File: src/rtl/uma_arbiter8_if.sv
// Bus between the UMA masters and the eight-way arbiter: requests, completion
// and enable go in; the registered grant, debug pointer and watchdog pulse come out.
interface uma_arbiter8_if;
  logic       enable_n;
  logic [7:0] req;
  logic       done;
  logic [7:0] grant;
  logic [2:0] grant_id;
  logic       grant_valid;
  logic       timeout;
  logic [2:0] ptr;

  modport master (
    output enable_n, req, done,
    input  grant, grant_id, grant_valid, timeout, ptr
  );

  modport slave (
    input  enable_n, req, done,
    output grant, grant_id, grant_valid, timeout, ptr
  );
endinterface

File: src/rtl/uma_arbiter8.sv
// Eight-requester arbiter for the shared UMA port: round-robin or fixed priority,
// grant held until done/withdraw/watchdog, then one mandatory idle turnaround cycle.
module uma_arbiter8 #(
  parameter int          ROUND_ROBIN = 1,
  parameter int unsigned MAX_HOLD    = 1024
) (
  input logic            clk,
  input logic            rst_n,
  uma_arbiter8_if.slave  bus
);

  typedef enum logic [1:0] {
    IDLE    = 2'd0,
    OWN     = 2'd1,
    RELEASE = 2'd2
  } state_t;

  localparam bit          WD_EN      = (MAX_HOLD != 0);
  localparam logic [15:0] HOLD_LIMIT = WD_EN ? 16'(MAX_HOLD - 1) : 16'd0;

  state_t      state_reg, state_next;
  logic [7:0]  grant_reg, grant_next;
  logic [2:0]  grant_id_reg, grant_id_next;
  logic        grant_valid_reg, grant_valid_next;
  logic        timeout_reg, timeout_next;
  logic [2:0]  ptr_reg, ptr_next;
  logic [15:0] hold_reg, hold_next;

  logic [2:0]  scan_base;
  logic [7:0]  req_rot;
  logic [2:0]  win_off;
  logic [2:0]  win_id;
  logic        wd_expire;
  logic        owner_req;

  // Fixed-priority mode always scans from index 0.
  assign scan_base = (ROUND_ROBIN != 0) ? ptr_reg : 3'd0;

  // Rotate requests so that bit 0 is the current highest-priority master.
  generate
    for (genvar gi = 0; gi < 8; gi++) begin : g_rot
      localparam logic [2:0] OFF = 3'(gi);
      assign req_rot[gi] = bus.req[scan_base + OFF];
    end
  endgenerate

  always_comb begin
    win_off = 3'd0;
    for (int i = 7; i >= 0; i--) begin
      if (req_rot[i]) begin
        win_off = 3'(i);
      end
    end
  end

  assign win_id    = scan_base + win_off;
  assign owner_req = bus.req[grant_id_reg];
  assign wd_expire = WD_EN && (hold_reg == HOLD_LIMIT);

  always_comb begin
    state_next       = state_reg;
    grant_next       = grant_reg;
    grant_id_next    = grant_id_reg;
    grant_valid_next = grant_valid_reg;
    timeout_next     = 1'b0;
    ptr_next         = ptr_reg;
    hold_next        = hold_reg;

    case (state_reg)
      IDLE: begin
        if (!bus.enable_n && (|bus.req)) begin
          state_next       = OWN;
          grant_next       = 8'd1 << win_id;
          grant_id_next    = win_id;
          grant_valid_next = 1'b1;
          hold_next        = 16'd0;
        end
      end

      OWN: begin
        hold_next = (hold_reg == 16'hFFFF) ? hold_reg : hold_reg + 16'd1;
        if (bus.done || !owner_req || wd_expire) begin
          state_next       = RELEASE;
          grant_next       = 8'd0;
          grant_id_next    = 3'd0;
          grant_valid_next = 1'b0;
          hold_next        = 16'd0;
          // Watchdog only reports when neither done nor a withdraw explains the exit.
          timeout_next     = !bus.done && owner_req && wd_expire;
          if (ROUND_ROBIN != 0) begin
            ptr_next = grant_id_reg + 3'd1;
          end
        end
      end

      RELEASE: begin
        state_next = IDLE;
      end

      default: begin
        state_next       = IDLE;
        grant_next       = 8'd0;
        grant_id_next    = 3'd0;
        grant_valid_next = 1'b0;
        hold_next        = 16'd0;
      end
    endcase
  end

  always_ff @(posedge clk or negedge rst_n) begin
    if (!rst_n) begin
      state_reg       <= IDLE;
      grant_reg       <= 8'd0;
      grant_id_reg    <= 3'd0;
      grant_valid_reg <= 1'b0;
      timeout_reg     <= 1'b0;
      ptr_reg         <= 3'd0;
      hold_reg        <= 16'd0;
    end else begin
      state_reg       <= state_next;
      grant_reg       <= grant_next;
      grant_id_reg    <= grant_id_next;
      grant_valid_reg <= grant_valid_next;
      timeout_reg     <= timeout_next;
      ptr_reg         <= ptr_next;
      hold_reg        <= hold_next;
    end
  end

  assign bus.grant       = grant_reg;
  assign bus.grant_id    = grant_id_reg;
  assign bus.grant_valid = grant_valid_reg;
  assign bus.timeout     = timeout_reg;
  assign bus.ptr         = ptr_reg;

endmodule

File: src/flat_wrapper.sv
// flat-port wrapper written by rule: the top's interface ports become plain ports
module uma_arbiter8_flat 
#(
  parameter int          ROUND_ROBIN = 1,
  parameter int unsigned MAX_HOLD    = 1024
)
  (clk, rst_n, bus_enable_n, bus_req, bus_done, bus_grant, bus_grant_id, bus_grant_valid, bus_timeout, bus_ptr);
  uma_arbiter8_if bus_i ();
  input logic clk;
  input logic rst_n;
  input wire logic [$bits(bus_i.enable_n)-1:0] bus_enable_n;
  input wire logic [$bits(bus_i.req)-1:0] bus_req;
  input wire logic [$bits(bus_i.done)-1:0] bus_done;
  output wire logic [$bits(bus_i.grant)-1:0] bus_grant;
  output wire logic [$bits(bus_i.grant_id)-1:0] bus_grant_id;
  output wire logic [$bits(bus_i.grant_valid)-1:0] bus_grant_valid;
  output wire logic [$bits(bus_i.timeout)-1:0] bus_timeout;
  output wire logic [$bits(bus_i.ptr)-1:0] bus_ptr;
  assign bus_i.enable_n = bus_enable_n;
  assign bus_i.req = bus_req;
  assign bus_i.done = bus_done;
  assign bus_grant = bus_i.grant;
  assign bus_grant_id = bus_i.grant_id;
  assign bus_grant_valid = bus_i.grant_valid;
  assign bus_timeout = bus_i.timeout;
  assign bus_ptr = bus_i.ptr;
  uma_arbiter8 #(.ROUND_ROBIN(ROUND_ROBIN), .MAX_HOLD(MAX_HOLD)) u_core (.clk(clk), .rst_n(rst_n), .bus(bus_i));
endmodule
File: config.mk
export PLATFORM = sky130hd
export DESIGN_NAME = uma_arbiter8_flat
export DESIGN_NICKNAME = d
export VERILOG_FILES = /design/src/rtl/uma_arbiter8_if.sv /design/src/rtl/uma_arbiter8.sv /design/src/flat_wrapper.sv
export SDC_FILE = /design/constraint.sdc
export NUM_CORES = 1
export LEC_CHECK = 0
export CORE_ASPECT_RATIO = 1.1
export CORE_MARGIN = 10
export CORE_UTILIZATION = 28
export DETAILED_ROUTE_END_ITERATION = 12
export PLACE_DENSITY = 0.55
export SLEW_MARGIN = 25
export SYNTH_ARGS = -nofsm -noshare
export SYNTH_HDL_FRONTEND = slang
export SYNTH_SLANG_ARGS = --single-unit
File: constraint.sdc
create_clock -name clk -period 4 [get_ports clk]
set_input_delay 0.6 -clock clk [delete_from_list [all_inputs] [get_ports clk]]
set_output_delay 0.6 -clock clk [all_outputs]
set_load 0.02 [all_outputs]
Word level (Yosys, flattened, before mapping). Cells that the tools add are included. W data, S select, Z words.

Flip-flop bits (word level): 34. Input port bits: 12. Output and inout bits: 16.

Add/sub/neg operators: 10. $lt $le $gt $ge: 9. Equal/unequal tests: 7. Shifts and indexed selects: 1. Muxes and demuxes: 44. Bitwise gates (word level): 1. Reduce and logical (&&, ||, !) cells: 14.

Operators with widths (count): $mux W16 (3); $pmux W16 S3 (1); $lt A3 B4 Y1 const B (9); $mux W3 (10); $bmux W1 S3 (9); $pmux W8 S3 (1); $add A16 B1 Y16 const B (1); $eq A16 B10 Y1 const B (1); $eq A16 B16 Y1 const B (1); $mux W8 (2); $mux W1 (13); $add A3 B3 Y3 const B (4); $pmux W3 S3 (1); $reduce_or A8 Y1 (1); $shl A1 B3 Y8 const A (1); $add A3 B1 Y3 const B (2); $add A3 B2 Y3 const B (2); $reduce_and A3 Y1 (2); $mux W2 (2); $ne A2 B1 Y1 const B (2); $pmux W2 S2 (1); $reduce_and A2 Y1 (2); $add A3 B3 Y3 (1); $logic_and A1 B1 Y1 (3); 8 further kinds (11).

Longest topological paths before layout. Gate-level depths: netlist of run 1.

Depth after elaboration: 15. Depth in mapped cells: 17. Depth with buffers taken out: 15.

Worst setup path before layout of run 1. Ideal clock, no wire load.

Path kind: flip-flop to flip-flop. From: register u_core.ptr_reg[0], in the netlist u_core.bus.ptr[0]. To: register u_core.grant_reg[6], in the netlist u_core.bus.grant[6]. Data arrival time: 3.847 ns. Data required time: 3.931 ns. Setup slack: 0.084 ns. Cell stages (with the launch flop): 18. Period minus slack after synthesis: 3.916 ns. Path through: dfrtp_1 > buf_6 > inv_2 > ha_1 > buf_2 > mux2i_1 > mux4_2 > nand2b_1 > o21ai_0 > nand2_1 > a221oi_1 > ha_1 > inv_1 > fa_1 > xnor2_1 > nor4b_1 > o21ai_0 > nand3_1.

Longest elaborated chain between the ends: 15. Elaborated cells on any way between the ends: 35. Those cells by class: add/sub (8); shift (1); mux (26).

RTL lines: start, declared (line uma_arbiter8.sv:26) `logic [2:0] ptr_reg, ptr_next;`; start signal, assigned (line uma_arbiter8.sv:125) `ptr_reg <= ptr_next;`; $add A3 B3 Y3 (line uma_arbiter8.sv:43) `assign req_rot[gi] = bus.req[scan_base + OFF];`; $bmux W1 S3 (line uma_arbiter8.sv:43); $mux W1 (implied by the code) (line uma_arbiter8.sv:43); $mux W3 (8 in series) (line uma_arbiter8.sv:50) `if (req_rot[i]) begin`; $add A3 B3 Y3 * (line uma_arbiter8.sv:56) `assign win_id = scan_base + win_off;`; $shl A1 B3 Y8 * (line uma_arbiter8.sv:73) `grant_next = 8'd1 << win_id;`; $mux W8 * (line uma_arbiter8.sv:71) `if (!bus.enable_n && (|bus.req)) begin`; $pmux W8 S3 * (line uma_arbiter8.sv:69) `case (state_reg)`; end signal, assigned (line uma_arbiter8.sv:121) `grant_reg <= grant_next;`; end, declared (line uma_arbiter8.sv:22) `logic [7:0] grant_reg, grant_next;`.

Mark *: on every way between the ends. The rest lies on a longest branch, timed or not. The select of a mux whose other input is x is not followed. A chain may end at the register's enable or synchronous reset.

Worst setup path after layout of run 1.
From: input bus_req[7]. To: register u_core.grant_reg[6], in the netlist u_core.bus.grant[6].

Longest elaborated chain between the ends: 14. Elaborated cells on any way between the ends: 38. Those cells by class: add/sub (1); eq/ne (2); shift (1); mux (28); reduce/logical (6).

RTL lines: start, declared (line flat_wrapper.sv:12) `input wire logic [$bits(bus_i.req)-1:0] bus_req;`; $bmux W1 S3 (line uma_arbiter8.sv:43); $mux W1 (implied by the code) (line uma_arbiter8.sv:43); $mux W3 (8 in series) (line uma_arbiter8.sv:50); $add A3 B3 Y3 (line uma_arbiter8.sv:56); $shl A1 B3 Y8 (line uma_arbiter8.sv:73); $mux W8 (line uma_arbiter8.sv:71); $pmux W8 S3 (line uma_arbiter8.sv:69).

Several ways; a longest one is shown, not always the timed one. The select of a mux whose other input is x is not followed.

==> results.md, run 1 <==
- Result of the run: finished, final reports clean
- Post-synth top area share: 35.4%
- Setup repair after global routing missed its margin: no
- Post-synthesis cell count: 244
- Leak pwr: approximately 1.3 nW
- Count of flip-flops with a built-in enable after synthesis: 0
- Worst-case clock buffer depth: 2
- Post-detailed-route wirelength per cell: 15.3 µm
- CP Data Arrival Time: 3920 ps
- Async set or reset register ratio after synthesis: 100%
- Relative max-transition margin: 53.9%
- Area of the mapped netlist: 0.00241 mm²
- Number of distinct standard cells referenced by the synthesized netlist: 52
- Horizontal die dimension: 108 µm
- Core occupancy in the finished layout: 37.4%
- Warnings from Yosys: 0
- Global-route wire length before repair: 10700 µm
- Worst Setup Start Kind: input pin
- Final hold violation count: 0
- Multi-input logic area: around 0.0015 mm²
- Pin count of the biggest net entering global routing: 35
- HPWL Detailed: 4820 µm
- Rows: 35
- Number of buffers inserted during clock tree synthesis: 5
- Global-route congestion overflow total: 0
- NumNets Final: about 320
- Filler instances: around 850
- Fraction of layout cells with a size suffix above 1: between 20% and 30%
- Number of detailed-route iterations in the first pass: 4
- Total GRT Usage: about a tenth
- Growth of design area from synthesis to finish: 30.1%
- Detail Route Antenna Nets: 0
- Maximum ir drop on the vdd rail: 0.246 mV
- Sinks on Clock Net: 34
- Clock slew at the register clock pins of the worst setup and hold paths: about 70 ps
- Effective utilization at floorplan: 28.8%
- Routed vias: 2157
- Class of the tightest hold or removal check: register to register
- Boundary Pins: 28
- Final critical path time including I/O delays and setup: ~3700 ps
- Primary FF master, synth: dfrtp_1
- Root cell of the clock tree: clkbuf_8
- Net count of the mapped netlist: 262
- Flip-flop count of the largest register, all copies and words added: 16
- Vias in the first global route: ~2200
- Flip-flop and latch count after synthesis: 34
- Leading post-synthesis cells by cell area: dfrtp_1 35%, mux4_2 13%, nand3_1 5.0%
- Final Wtd Congestion: about 0.87
- Worst-case clock skew: 4.88 ps
- Register area: around 850 µm²
- Drt total wl: 6310 µm
- Area of the core region: 0.00836 mm²
- Largest area contributor in the netlist: dfrtp_1
- Die ar.: ~0.013 mm²
- Peak clock frequency supported by timing: around 0.27 GHz
- Vias/cell: 5.24
- Maximum fanout along the worst path: 6
- Required time of the worst setup path: 4220 ps
- Share of the cycle needed by the critical path after routing: around 93%
- Buffers on Ports: 27
- Drt drc: 0
- Number of antenna violations at the first check in global routing: 0
- DRC marker count from the first detailed-route iteration: 123
- Die height: 117 µm
- Critical path class: input pin to register
- Average size of a mapped cell: 9.86 µm²
- Summed negative setup slack over all endpoints: 0 ps
- Clock tree from TritonCTS: built
- Kind of end point of the critical path: register
- Setup violation total in the final timing report: 0
- Pwr Density: 749 mW/mm²
- Number of violations of the max-capacitance limit: 0
- Max-slew violation count: 0
- Worst-Margin Slew: 691 ps
- # diodes: 0
- Max H-tree Level: 2
- Clock Latency Late Sink: 280 ps
- Worst hold-check slack: 489 ps
- Fraction of the yosys area taken by sequential cells: 35.4%
per-layer routing:
metal / track usage, % / up-vias / part of all wire (%)
met4: 2.55 / 0 / 1.4
li1: - / 1044 / -
met1: 13.2 / 1059 / 47
met2: 17.4 / 45 / 49
met3: 1.81 / 9 / 3.0
met5: 0 / - / 0
worst paths after layout:
check | cells past startpoint | startpoint | slack (ps) | endpoint
setup / recovery | 12 | bus_req[7] | 300 | u_core.bus.grant[6]
hold / removal | 2 | u_core.bus.grant_valid | 490 | u_core.bus.grant_valid
setup reg to reg | 16 | u_core.bus.ptr[1] | 460 | u_core.bus.grant[3]
hold reg to reg | 2 | u_core.bus.grant_valid | 490 | u_core.bus.grant_valid
max in group asynchronous | 2 | rst_n | 2940 | u_core.hold_reg[7]
min in group asynchronous | 2 | rst_n | 730 | u_core.bus.grant[5]
critical path, cell delays in order:
cell	delay, ps
clkdlybuf4s50_1	490
buf_4	180
mux4_2	460
mux2i_1	290
buf_4	170
nand2b_1	60
a32o_1	200
a22oi_1	240
fa_1	550
nor4b_1	410
o21ai_0	160
nand3_1	110
layout make-up:
type | instances | share of cell area, %
well taps | 111 | 4.44
repair buffers | 58 | 16.1
inverters | 6 | 0.720
clock inverters | 1 | 0.160
clock buffers | 7 | 2.76
multi-input cells | 195 | 48.7
flip-flops and latches | 34 | 27.2
report_power, final:
group / internal, W / switching, W
Sequential: 0.000414 / 0.0000743
Combinational: 0.000764 / 0.000827
Clock: 0.000139 / 0.000125
Total: 0.00132 / 0.00103
synthesized netlist by cell type (3+ instances only):
cell type,instances
dfrtp_1,34
nand2_1,27
nand3_1,24
nor2_1,16
mux4_2,14
o21ai_0,12
a21oi_1,7
mux2i_1,7
xor2_1,7
nand4_1,6
nor3_1,6
and4_1,5
ha_1,5
inv_1,5
xnor2_1,5
clkbuf_1,4
nand2b_1,4
nor4_1,4
nor4b_1,4
and3_1,3
o21ai_1,3
o22ai_1,3
cells in the final DEF (no fill, tap or decap), types with 3 or more instances in the layout:
master           count
clkdlybuf4s50_1     27
o21ai_0             12
ha_1                 4
and3_1               3
nand2_1             27
nor2_1              15
xnor2_1              4
xor2_1               7
clkbuf_8             6
nor4_1               4
inv_1                5
nand3_1             24
nand2b_1             4
mux4_2              14
nor3_1               6
o21ai_1              3
nand4_1              6
o22ai_1              3
mux2i_1              7
buf_4               31
and4_1               5
a21oi_1              7
dfrtp_1             34
logic make-up after synthesis:
| kind of cell | share of synthesized area, % |
|---|---|
| and+or+nand+nor | 23.2 |
| muxes | 17.5 |
| AOI/OAI and AO/OA | 13.1 |
| xor gates and xnor gates | 4.37 |
| buffers and inverters | 3.02 |
| adders and majority gates | 3.43 |
| DFF | 35.4 |
metrics by stage:
| step | total power, W | instance area (µm²) | setup slack (ps) | instances |
|---|---|---|---|---|
| after floorplan | 0.00148 | 2410 | 83.7 | 244 |
| after global placement | 0.00202 | 3000 | -56.2 | 404 |
| after detailed placement | 0.00203 | 3000 | -75.2 | 404 |
| after CTS | 0.00230 | 3090 | 138 | 412 |
| after global routing | 0.00254 | 3130 | 64.7 | 412 |
| final | 0.00234 | 3130 | 299 | 412 |
timing repair:
item	in CTS	in global routing
hold buffers	0	0
buffers inserted	0	0
gates resized for setup	0	7
endpoints found under the setup margin	0	6
Note: power is estimated with default switching activity, not from simulation.
==> run 2, diff against run 1 <==
--- a/config.mk
+++ b/config.mk
@@ -8,6 +8,7 @@
 export CORE_ASPECT_RATIO = 1.1
 export CORE_MARGIN = 10
 export CORE_UTILIZATION = 28
+export CTS_BUF_LIST = sky130_fd_sc_hd__clkbuf_4 sky130_fd_sc_hd__clkbuf_8 sky130_fd_sc_hd__clkbuf_16
 export DETAILED_ROUTE_END_ITERATION = 12
 export PLACE_DENSITY = 0.55
 export SLEW_MARGIN = 25
==> run 2 against run 1 <==
- maximum frequency about the same
- clock skew unchanged
- clock-buffer cell count unchanged
- utilization about the same
- hold slack unchanged
- via count about the same
- sequential share of layout area about the same
- critical path type unchanged
- total power increased by 0.30%
- global-route usage unchanged
- largest cell class unchanged
- highest routed layer unchanged
==> results.md, run 2 (synthesis results as in run 1) <==
- Pwr Density: 750 mW/mm² (+0.18%)
- Flip-flop count of the largest register, all copies and words added: 16 (unchanged)
- Vias in the first global route: 2178 (unchanged)
- Clock slew at the register clock pins of the worst setup and hold paths: 70 ps (about the same)
- Filler instances: 850 (-0.23%)
- Number of buffers inserted during clock tree synthesis: 5 (unchanged)
- Global-route wire length before repair: 10700 µm (unchanged)
- Final setup slack of the worst path: 298 ps (-0.121 ps)
- Pin count of the biggest net entering global routing: 35 (unchanged)
- Final instance area: 0.00313 mm² (+0.12%)
- Root cell of the clock tree: clkbuf_8
- Leak pwr: 1.31 nW (+0.26%)
- Setup violation total in the final timing report: 0 (unchanged)
- Core occupancy in the finished layout: 37.5% (+0.045 points)
- Drt total wl: 6310 µm (+0.11%)
- Horizontal die dimension: 108 µm (unchanged)
- Final critical path time including I/O delays and setup: 3700 ps (+0.121 ps)
- Number of cells after detailed placement: 404 (unchanged)
- Number of violations of the max-capacitance limit: 0 (unchanged)
- CP Data Arrival Time: 3920 ps (about the same)
- Number of antenna violations at the first check in global routing: 0 (unchanged)
- Final cell count without fillers: 412 (unchanged)
- Relative contribution of the clock network to total power: 11.5% (+0.2 points)
- # diodes: 0 (unchanged)
- Post-CTS Repair Setup Buffers: 0 (unchanged)
- Part of the power in registers: 20.8% (about the same)
- Final Wtd Congestion: 0.866 (unchanged)
- Proportion of total power due to net switching: 43.7% (-0.12 points)
- Max H-tree Level: 2 (unchanged)
- Worst-case clock skew: 4.88 ps (unchanged)
- Setup repair after global routing missed its margin: no
- Worst Setup Start Kind: input pin
- Class of the tightest hold or removal check: register to register
- Share of the cycle needed by the critical path after routing: 92.5% (about the same)
- Required time of the worst setup path: 4220 ps (about the same)
- Result of the run: finished, final reports clean
- Critical path class: input pin to register
- Relative max-transition margin: 53.9% (about the same)
- Growth of design area from synthesis to finish: 30.2%
- Boundary Pins: 28 (unchanged)
- HPWL Detailed: 4820 µm (unchanged)
- Worst R2R Start: u_core.bus.ptr[1]
- Buffers on Ports: 27 (unchanged)
- Effective utilization at floorplan: 28.8% (unchanged)
- Worst slack at placement: -75.2 ps (unchanged)
- Net Sw Power: 0.00103 W (about the same)
- Flop-to-flop setup slack: 460 ps (about the same)
- End point of the critical path: u_core.bus.grant[6]
- Top library cells by usage in the layout, fill and taps aside: 34 x dfrtp_1, 31 x buf_4, 27 x nand2_1, 27 x clkdlybuf4s50_1, 24 x nand3_1
- Sinks on Clock Net: 34 (unchanged)
- Worst-Margin Slew: 691 ps (+0.0537 ps)
- Post-detailed-route wirelength per cell: 15.3 µm (+0.11%)
- Kind of end point of the critical path: register
- Clock tree from TritonCTS: built
- Die height: 117 µm (unchanged)
- Rows: 35 (unchanged)
- Worst-case clock buffer depth: 2 (unchanged)
- Worst setup path startpoint: bus_req[7]
- End of the worst register-to-register path: u_core.bus.grant[3]
- Max-slew violation count: 0 (unchanged)
- Placed cell area: 0.00300 mm² (unchanged)
- Worst hold-check slack: 489 ps (unchanged)
- Maximum fanout along the worst path: 6 (unchanged)
- Cell depth of the worst flop-to-flop path: 16 (unchanged)
- Number of detailed-route iterations in the first pass: 4 (unchanged)
- DRC marker count from the first detailed-route iteration: 112 (-8.9%)
- Total GRT Usage: 10.3% (unchanged)
- Global-route congestion overflow total: 0 (unchanged)
- NumNets Final: 318 (unchanged)
- Die ar.: 0.0127 mm² (unchanged)
- Peak clock frequency supported by timing: 0.270 GHz (about the same)
- Maximum ir drop on the vdd rail: 0.246 mV (about the same)
- Share of total power in combinational logic: 67.7% (-0.2 points)
- Clock Latency Late Sink: 280 ps (about the same)
- Vias/cell: 5.23 (about the same)
- Routed vias: 2155 (-0.093%)
- Fraction of layout cells with a size suffix above 1: 21.9% (+0.33 points)
- Final hold violation count: 0 (unchanged)
- Most common library cell in the layout ignoring fill and taps: dfrtp_1
- Detail Route Antenna Nets: 0 (unchanged)
- Cell internal power dissipation: 0.00132 W (+0.52%)
- Drt drc: 0 (unchanged)
- Area of the core region: 0.00836 mm² (unchanged)
run 2: worst min path at each step:
stage / to / depth (start not counted) / slack, ps / start
after floorplan: u_core.bus.grant[0] / 0 / 300 / rst_n
after global placement: u_core.bus.grant_valid / 2 / 470 / u_core.bus.grant_valid
after detailed placement: u_core.bus.grant_valid / 2 / 480 / u_core.bus.grant_valid
after CTS: u_core.bus.grant_valid / 2 / 490 / u_core.bus.grant_valid
after global routing: u_core.bus.grant[1] / 2 / 520 / u_core.bus.grant[1]
final: u_core.bus.grant_valid / 2 / 490 / u_core.bus.grant_valid
run 2: critical path, cell delays in order:
cell and delay [ps]:
clkdlybuf4s50_1 490, buf_4 180, mux4_2 460, mux2i_1 290, buf_4 170, nand2b_1 60
a32o_1 200, a22oi_1 240, fa_1 550, nor4b_1 410, o21ai_0 160, nand3_1 110
run 2: per-stage QoR:
| step | power [W] | TNS (ps) |
|---|---|---|
| 2_1_floorplan | 0.00148 | 0 |
| 3_3_place_gp | 0.00202 | -75.1 |
| 3_5_place_dp | 0.00203 | -307 |
| 4_1_cts | 0.00231 | 0 |
| 5_1_grt | 0.00255 | 0 |
| 6_report | 0.00235 | 0 |
run 2: layout make-up:
type	count	area, µm²	area share [%]
clock buffer	7	90.1	2.88
clock inverter	1	5.00	0.160
inverter	6	22.5	0.719
multi-input combinational	195	1520	48.6
sequential	34	851	27.2
tap	111	139	4.43
timing repair buffer	58	503	16.1
run 2: repair_timing:
item | 4_1_cts | 5_1_grt
hold endpoints to repair | 0 | 0
hold buffers | 0 | 0
gates resized for setup | 0 | 7
endpoints found under the setup margin | 0 | 6
run 2: power groups by stage:
stage | Sequential (W) | Clock (W) | Combinational [W]
6_report | 0.000489 | 0.000271 | 0.00159
4_1_cts | 0.000491 | 0.000279 | 0.00154
2_1_floorplan | 0.000546 | 0 | 0.000933
3_5_place_dp | 0.000498 | 0 | 0.00153
5_1_grt | 0.000501 | 0.000295 | 0.00175
3_3_place_gp | 0.000497 | 0 | 0.00153
run 2: routing by layer:
| layer | GRT usage (%) | part of all wire [%] | vias up | wire [µm] |
|---|---|---|---|---|
| met3 | 1.81 | 3.0 | 7 | 190 |
| met4 | 2.55 | 1.3 | 0 | 80 |
| met2 | 17.4 | 49 | 44 | 3080 |
| li1 | - | - | 1044 | - |
| met5 | 0 | 0 | - | 0 |
| met1 | 13.2 | 47 | 1060 | 2970 |
==> run 3, diff against run 2 <==
--- a/config.mk
+++ b/config.mk
@@ -11,6 +11,7 @@
 export CTS_BUF_LIST = sky130_fd_sc_hd__clkbuf_4 sky130_fd_sc_hd__clkbuf_8 sky130_fd_sc_hd__clkbuf_16
 export DETAILED_ROUTE_END_ITERATION = 12
 export PLACE_DENSITY = 0.55
+export SETUP_SLACK_MARGIN = 0.5
 export SLEW_MARGIN = 25
 export SYNTH_ARGS = -nofsm -noshare
 export SYNTH_HDL_FRONTEND = slang
==> run 3 against run 2 <==
- clock skew rose by 6.0 ps
- clock power up 15%
- critical path depth grew 3
- via count shrank 0.88%
- routed wire length rose by 0.57%
- critical path type is now register to register
- critical endpoint is now u_core.bus.grant[0]
- largest power group unchanged
==> results.md, run 3 (synthesis results as in run 1) <==
- Total GRT Usage: 10.1% (-0.15 points)
- Worst slack at placement: 46.7 ps (+122 ps)
- Pin count of the biggest net entering global routing: 35 (unchanged)
- Die ar.: 0.0127 mm² (unchanged)
- Number of detailed-route iterations in the first pass: 4 (unchanged)
- Drt drc: 0 (unchanged)
- Worst hold-check slack: 484 ps (-5.66 ps)
- Flip-flop count of the largest register, all copies and words added: 16 (unchanged)
- Share of the cycle needed by the critical path after routing: 87.7% (-4.9 points)
- Top library cells by usage in the layout, fill and taps aside: 31 x dfrtp_1, 27 x nand2_1, 24 x nand3_1, 19 x clkdlybuf4s50_1, 15 x nor2_1
- DRC marker count from the first detailed-route iteration: 84 (-25%)
- Rows: 35 (unchanged)
- Leak pwr: 1.28 nW (-2.6%)
- Class of the tightest hold or removal check: register to register
- Buffers on Ports: 27 (unchanged)
- Boundary Pins: 28 (unchanged)
- Final instance area: 0.00318 mm² (+1.6%)
- Final hold violation count: 0 (unchanged)
- Horizontal die dimension: 108 µm (unchanged)
- Largest incremental delay on the critical path: 470 ps (-80 ps)
- Kind of end point of the critical path: register
- Worst-case clock skew: 10.8 ps (+5.96 ps)
- Setup repair after global routing missed its margin: yes
- Clock slew at the register clock pins of the worst setup and hold paths: 80 ps (about the same)
- Sinks on Clock Net: 34 (unchanged)
- Drt total wl: 6350 µm (+0.57%)
- Area of the core region: 0.00836 mm² (unchanged)
- HPWL Detailed: 4530 µm (-6.0%)
- Fraction of layout cells with a size suffix above 1: 23.9% (+1.9 points)
- Clock Latency Late Sink: 290 ps (about the same)
- Slowest cell on crit path: mux4_2
- CP Data Arrival Time: 3730 ps (-190 ps)
- Clock tree from TritonCTS: built
- Vias/cell: 5.39 (+3.1%)
- Setup violation total in the final timing report: 0 (unchanged)
- Final Wtd Congestion: 0.797 (-7.9%)
- Max-slew violation count: 0 (unchanged)
- Max H-tree Level: 2 (unchanged)
- Relative max-transition margin: 53.3% (-0.60 points)
- Placed cell area: 0.00289 mm² (-3.5%)
- Met1 layer usage reported by global route: 12.5% (-0.64 points)
- Worst-case clock buffer depth: 2 (unchanged)
- Result of the run: finished, final reports clean
- Vias in the first global route: 2048 (-6.0%)
- Final critical path time including I/O delays and setup: 3510 ps (-195 ps)
- Die height: 117 µm (unchanged)
- Detail Route Antenna Nets: 0 (unchanged)
- # diodes: 0 (unchanged)
- Routed vias: 2136 (-0.88%)
- Number of buffers inserted during clock tree synthesis: 5 (unchanged)
- Critical path class: register to register
- Worst-Margin Slew: 700 ps (+8.93 ps)
- Root cell of the clock tree: clkbuf_8
- Maximum fanout along the worst path: 6 (unchanged)
- Hold buffer count at CTS: 0 (unchanged)
- GR Layer Usage met2: 17.5% (+0.040 points)
- Final setup slack of the worst path: 494 ps (+195 ps)
- Worst Setup Start Kind: register
- Peak clock frequency supported by timing: 0.285 GHz (+5.6%)
- Top Usage Layer GRT: met2
- Effective utilization at floorplan: 28.8% (unchanged)
- Global-route congestion overflow total: 0 (unchanged)
- Global-route wire length before repair: 10500 µm (-2.2%)
- Growth of design area from synthesis to finish: 32.3%
- CP cell instances: inv_6, ha_4, mux2i_4, mux4_2, nand2b_4, o21ai_2, nand2_1, a221oi_2, ha_2, inv_2, fa_2, xnor2_4, nor4b_2, o21ai_0, nand3_1
- Pwr Density: 837 mW/mm² (+12%)
- Post-detailed-route wirelength per cell: 16.0 µm (+4.6%)
- Number of violations of the max-capacitance limit: 0 (unchanged)
- NumNets Final: 302 (-5.0%)
- Number of antenna violations at the first check in global routing: 0 (unchanged)
- Most common library cell in the layout ignoring fill and taps: dfrtp_1
- Met3 GRT Util: 2.19% (+0.38 points)
- Core occupancy in the finished layout: 38.1% (+0.60 points)
- Required time of the worst setup path: 4230 ps (about the same)
- Summed negative setup slack over all endpoints: 0 ps (unchanged)
- Maximum ir drop on the vdd rail: 0.419 mV (+70%)
run 3: changes by cell type in the layout (fill, tap and decap cells not counted), moves of 3 or more:
cell	change
mux2i_2	+3
dfrtp_2	+3
buf_4	-20
dlygate4sd2_1	+8
o21ai_1	+3
o21ai_0	-4
dfrtp_1	-3
mux2i_1	-4
clkdlybuf4s50_1	-8
run 3: metrics by stage:
step | total power (W) | std cells
6_report | 0.00266 | 396
5_1_grt | 0.00287 | 396
4_1_cts | 0.00242 | 390
3_5_place_dp | 0.00203 | 378
3_3_place_gp | 0.00203 | 378
2_1_floorplan | 0.00166 | 244
run 3: critical path: cells and delay by family, from the launching register on:
family / cells / cell delay [ps]
adder cells (fa/ha/maj): 3 / 930
multiplexers: 2 / 680
AND/OR/NAND/NOR: 4 / 620
flip-flops: 1 / 440
AO/OA/AOI/OAI: 3 / 420
XOR/XNOR: 1 / 220
buffers and inverters: 2 / 140
run 3: layout make-up:
cell class / count / area [µm²]
fillers: 828 / 5180
multi-input cells: 196 / 1670
flip-flops and latches: 34 / 855
repair buffers: 41 / 380
well taps: 111 / 139
clock buffers: 5 / 68.8
clock inverters: 3 / 40.0
inverters: 6 / 35.0
run 3: worst paths after layout:
path | cells past startpoint | start | slack [ps] | end
worst max-delay path | 15 | u_core.bus.ptr[1] | 490 | u_core.bus.grant[0]
worst min register to register | 2 | u_core.bus.grant_valid | 480 | u_core.bus.grant_valid
min in group asynchronous | 2 | rst_n | 730 | u_core.hold_reg[12]
worst min-delay path | 2 | u_core.bus.grant_valid | 480 | u_core.bus.grant_valid
worst max register to register | 15 | u_core.bus.ptr[1] | 490 | u_core.bus.grant[0]
max in group asynchronous | 2 | rst_n | 2930 | u_core.bus.ptr[1]
run 3: metal layers:
metal | wire (µm) | part of all wire, %
met2 | 3090 | 49
met5 | 0 | 0
met4 | 48 | 0.76
met3 | 311 | 4.9
met1 | 2900 | 46
run 3: what timing repair did:
action	in CTS	in global routing
setup endpoints to repair	9	9
gates resized for setup	12	21
setup buffers	3	6
pin swaps	3	11
gates cloned	1	0
hold endpoints to repair	0	0
run 3: report_power, final:
group	switching (W)	total, W	internal [W]
sequential	0.000112	0.000528	0.000416
combinational	0.000950	0.00183	0.000876
clock	0.000127	0.000311	0.000183
total	0.00119	0.00266	0.00148
